File: config.mk
export PLATFORM = sky130hd
export DESIGN_NAME = instruct_memory
export DESIGN_NICKNAME = d
export VERILOG_FILES = /design/src/rtl/imem_pkg.sv /design/src/rtl/instruct_memory.sv
export SDC_FILE = /design/constraint.sdc
export NUM_CORES = 2
export LEC_CHECK = 0
export CORE_ASPECT_RATIO = 1.75
export CORE_MARGIN = 5
export CORE_UTILIZATION = 67
export DETAILED_ROUTE_END_ITERATION = 6
export PLACE_DENSITY = 0.94
export SYNTH_ARGS = -nofsm -noshare
export SYNTH_HDL_FRONTEND = slang
export SYNTH_SLANG_ARGS = --single-unit
File: constraint.sdc
create_clock -name clk -period 6.69 [get_ports clk]
set_clock_uncertainty 0.05 [all_clocks]
set_input_delay 1.338 -clock clk [delete_from_list [all_inputs] [get_ports clk]]
set_output_delay 1.338 -clock clk [all_outputs]
set_load 0.01 [all_outputs]
File: src/rtl/imem_pkg.sv
// Shared definitions for the single-cycle CPU instruction memory.
// Holds the geometry constants, the instruction word type and the default
// program image loaded on reset. Words 0..15 are the CPU bring-up program;
// the remaining words are NOPs (all zero).
package imem_pkg;

    localparam int IMEM_DEPTH_WORDS = 64;
    localparam int IMEM_ADDR_W      = 32;
    localparam int IMEM_DATA_W      = 32;

    typedef logic [31:0] instr_t;

    localparam instr_t NOP_WORD = 32'h0000_0000;

    // Bring-up program (MIPS-style encoding):
    //   addi/add/sw/lw round trip, a branch on the loaded value,
    //   a few ALU ops, then a jump-to-self halt loop at word 15.
    localparam instr_t IMEM_INIT [0:63] = '{
        32'h2001_0001, 32'h2002_0002, 32'h0022_1820, 32'hAC03_0040,
        32'h8C04_0040, 32'h1064_0002, 32'h2005_0BAD, 32'h0800_000F,
        32'h2005_600D, 32'h0085_3022, 32'h00C0_3825, 32'h00E6_4024,
        32'h0107_482A, 32'hAC09_0044, 32'h2108_0001, 32'h0800_000F,
        32'h0, 32'h0, 32'h0, 32'h0, 32'h0, 32'h0, 32'h0, 32'h0,
        32'h0, 32'h0, 32'h0, 32'h0, 32'h0, 32'h0, 32'h0, 32'h0,
        32'h0, 32'h0, 32'h0, 32'h0, 32'h0, 32'h0, 32'h0, 32'h0,
        32'h0, 32'h0, 32'h0, 32'h0, 32'h0, 32'h0, 32'h0, 32'h0,
        32'h0, 32'h0, 32'h0, 32'h0, 32'h0, 32'h0, 32'h0, 32'h0,
        32'h0, 32'h0, 32'h0, 32'h0, 32'h0, 32'h0, 32'h0, 32'h0
    };

endpackage

File: src/rtl/instruct_memory.sv
// Instruction memory: 64 x 32-bit words, byte addressed.
//   clk         - single clock, state changes on rising edge
//   rst         - synchronous active-high reset, reloads the default image
//   ImemRdAddr  - fetch byte address from the PC
//   Instruct    - instruction word at ImemRdAddr, combinational (no clock)
//   ImemAddrErr - fetch address misaligned or beyond the memory
//   ImemWrEn    - program-load write enable
//   ImemWrAddr  - program-load byte address (low two bits ignored)
//   ImemWrData  - program-load word
// Fetch is zero-latency so the single-cycle CPU decodes in the same cycle
// the PC is presented. Writes are not bypassed onto the read port.
module instruct_memory
    import imem_pkg::*;
#(
    parameter int ADDR_W      = IMEM_ADDR_W,
    parameter int DATA_W      = IMEM_DATA_W,
    parameter int DEPTH_WORDS = IMEM_DEPTH_WORDS
) (
    input  logic              clk,
    input  logic              rst,
    input  logic [ADDR_W-1:0] ImemRdAddr,
    output logic [DATA_W-1:0] Instruct,
    output logic              ImemAddrErr,
    input  logic              ImemWrEn,
    input  logic [ADDR_W-1:0] ImemWrAddr,
    input  logic [DATA_W-1:0] ImemWrData
);

    localparam int                IDX_W     = $clog2(DEPTH_WORDS);
    localparam logic [ADDR_W-1:0] MEM_BYTES = ADDR_W'(4 * DEPTH_WORDS);

    logic [DATA_W-1:0] mem [0:DEPTH_WORDS-1];

    logic             rd_in_range;
    logic             wr_in_range;
    logic [IDX_W-1:0] rd_idx;
    logic [IDX_W-1:0] wr_idx;

    assign rd_in_range = (ImemRdAddr < MEM_BYTES);
    assign wr_in_range = (ImemWrAddr < MEM_BYTES);
    assign rd_idx      = ImemRdAddr[IDX_W+1:2];
    assign wr_idx      = ImemWrAddr[IDX_W+1:2];

    // Out-of-range fetches return a NOP rather than wrapping, so a runaway
    // PC cannot re-execute the program from word 0.
    assign Instruct    = rd_in_range ? mem[rd_idx] : DATA_W'(NOP_WORD);
    assign ImemAddrErr = (ImemRdAddr[1:0] != 2'b00) || !rd_in_range;

    // Reset reloads the whole image in a single edge and beats a
    // simultaneous write.
    always_ff @(posedge clk) begin
        if (rst) begin
            for (int i = 0; i < DEPTH_WORDS; i++) begin
                mem[i] <= DATA_W'(IMEM_INIT[i % IMEM_DEPTH_WORDS]);
            end
        end else if (ImemWrEn && wr_in_range) begin
            mem[wr_idx] <= ImemWrData;
        end
    end

endmodule

==> reports/results.ini <==
[run_status]
status = complete, but fails checks
violations = design-rule violations, max-capacitance violations, max-slew violations, negative setup slack

[critical_path]
worstSetupPathType = primary input to output port
cp_max_fo = 34
critPathCaptureType = output port
start_kind = primary input
required_ns = 5.30
cp.arrival_ns = 5.39

[sta]
slew_headroom_pct = -4.27
holdWs_ns = 1.25
setup_viol = 1
period_share_pct = 101
hold_viol_final = 0
max_freq_mhz = 148
tightestPinTransition_ns = 1.56
fin_crit_ns = 6.78
layout_setup_ws_ns = -0.0868
maxSlewViolCount = 19
rsz0062_at_grt = no

[route]
ant_nets = 0
post-route-drc-count = 1052
wl_per_cell_um = 38.0
met1Wirelength_mm = 79.9
first_iter_violations = 12900
vias = 58700
wl_met3_mm = 48.6
wl_met2_mm = 137
wirelength_mm = 302
top_layer = met5
first_pass_iters = 7
drt-vias-per-instance = 7.39

[clocking]
cts_root_buf = clkbuf_16
clk_path_buf_depth = 3
ctsHtreeMaxLevel = 4
postCtsSetupBuffers = 0
cts.sink_count = 2048
clkSlewWorstSetupHoldPaths_ns = 0.07
cts_hold_buf = 0
tritoncts = done
cts_inserted_buffers = 167

[logic_synthesis]
netlist_area_um2 = 94100
synthAdderAreaFrac_pct = 0
synth-compound-area-share_pct = 1.42
avgSynthCellArea_um2 = 15.8
yosysWarnings = 0
ys_types = 45
synthMuxAreaShare_pct = 14.2
syn_inst = 5959
syn_nets = 6058
yosysTopAreaCell = edfxtp_1
synth_xor_area_share_pct = 0
synth.top_cells.by_count = 2048 x edfxtp_1, 1951 x and2_1, 518 x mux4_2, 441 x clkbuf_1, 166 x mux2i_1
ys_seq_area_share_pct = 65.4
synth_seq_cells = 2048
synth_top_area_share_pct = 65.4
post-synth-top-count-cell = edfxtp_1
synth_area_leaders = edfxtp_1 65%, and2_1 13%, mux4_2 12%
synth_top_family_by_area = simple AND/OR/NAND/NOR gates
synth_ff_type = edfxtp_1
synth_edf_count = 2048
yosys.area_share.simple_pct = 16.3
async_flop_share_pct = 0

[floorplanning]
pin_count = 132
dieWidth_um = 293
std_cell_rows = 182
start_util_pct = 67.2
dieArea_um2 = 148000
core_um2 = 140000
die_h_um = 506

[global_route]
grt_pass1_vias = 59500
grt_max_degree = 82
antenna_found_initial = 38
grt_pass1_wl_mm = 428
grt.overflow.total = 0
track_usage_pct = 40.9

[place]
dpl.hpwl_mm = 166
portBuffers = 129
dp_slack_ns = 0.622
gp_congestion = 1.05

[layout]
drive_gt1_share_pct = 20.1
area_growth_pct = 9.66
reg.largest.list = mem: 2048 flops
final_util_pct = 73.6
top_register = mem
nets = 6035
nFillCells = 6839
largest_register_ffs = 2048

[run]
max_cap_viol_count = 3

[power]
ir_worst_vdd_uv = 216
p_per_area_nw_per_um2 = 265
leakage_nw = 36.3

[hold_path]
min_path_type = primary input to flop

layer usage:
metal,vias up,GRT usage (%)
li1,21800,-
met3,1911,16.0
met4,14,35.6
met5,-,3.69
met1,28200,45.8
met2,6721,60.7
cell usage in the layout, fill, tap and decap left out, types with 35 or more instances in the layout:
master	instances
a32oi_1	36
edfxtp_1	2048
nor3_4	60
mux2i_1	165
clkdlybuf4s50_1	91
nand2_1	136
buf_12	43
diode_2	38
mux4_2	518
nand2b_1	99
or2_2	66
and2_1	1950
clkbuf_1	35
buf_4	253
clkinv_1	43
a22oi_1	70
clkbuf_16	173
cell families (layout without fill, tap and decap cells):
group / count (synthesis) / count (layout)
flip-flops: 2048 / 2048
AND/OR/NAND/NOR: 2413 / 2413
other: 0 / 38
AO/OA/AOI/OAI: 190 / 190
multiplexers: 688 / 688
buffers and inverters: 620 / 724
worst paths after layout:
path / startpoint / to / slack, ns / cells after the start
worst max-delay path: ImemRdAddr[6] / Instruct[30] / -0.09 / 5
worst min-delay path: ImemWrData[0] / mem[3][0]$_SDFFCE_PN0P_ / 1.25 / 2
cell type report:
class                      instances  area [um2]  area share (%)
timing repair buffer             426        3910            3.79
sequential                      2048       61500            59.6
antenna                           38        95.1          0.0922
clock inverter                    88         806           0.781
tap                             1840        2300            2.23
clock buffer                     208        4460            4.32
inverter                           2        12.5          0.0121
multi-input combinational       3291       30100            29.1
report_power, final:
| part | switching (mW) | internal (mW) |
|---|---|---|
| sequential | 0.224 | 14.7 |
| combinational | 1.67 | 0.845 |
| clock | 4.56 | 5.33 |
critical path, stage by stage:
cell and delay, ns:
buf_2 0.96, nor2b_4 1.23, a221oi_1 0.41, o22ai_1 0.68
clkdlybuf4s50_1 0.68
metrics by stage:
stage | cell area (um2) | TNS (ns) | total power [mW] | std cells
2_1_floorplan | 94100 | 0 | 16.3 | 5959
6_report | 103000 | -0.0868 | 27.3 | 7941
3_3_place_gp | 97700 | 0 | 17.3 | 7604
4_1_cts | 103000 | 0 | 27.0 | 7900
5_1_grt | 103000 | 0 | 27.8 | 7914
3_5_place_dp | 97700 | 0 | 17.5 | 7604
repair_timing:
| item | 4_1_cts | 5_1_grt |
|---|---|---|
| setup endpoints to repair | 0 | 2 |
| resized for setup | 0 | 2 |
| hold endpoints to repair | 0 | 0 |
No activity file was read; power rests on OpenSTA's default activity.
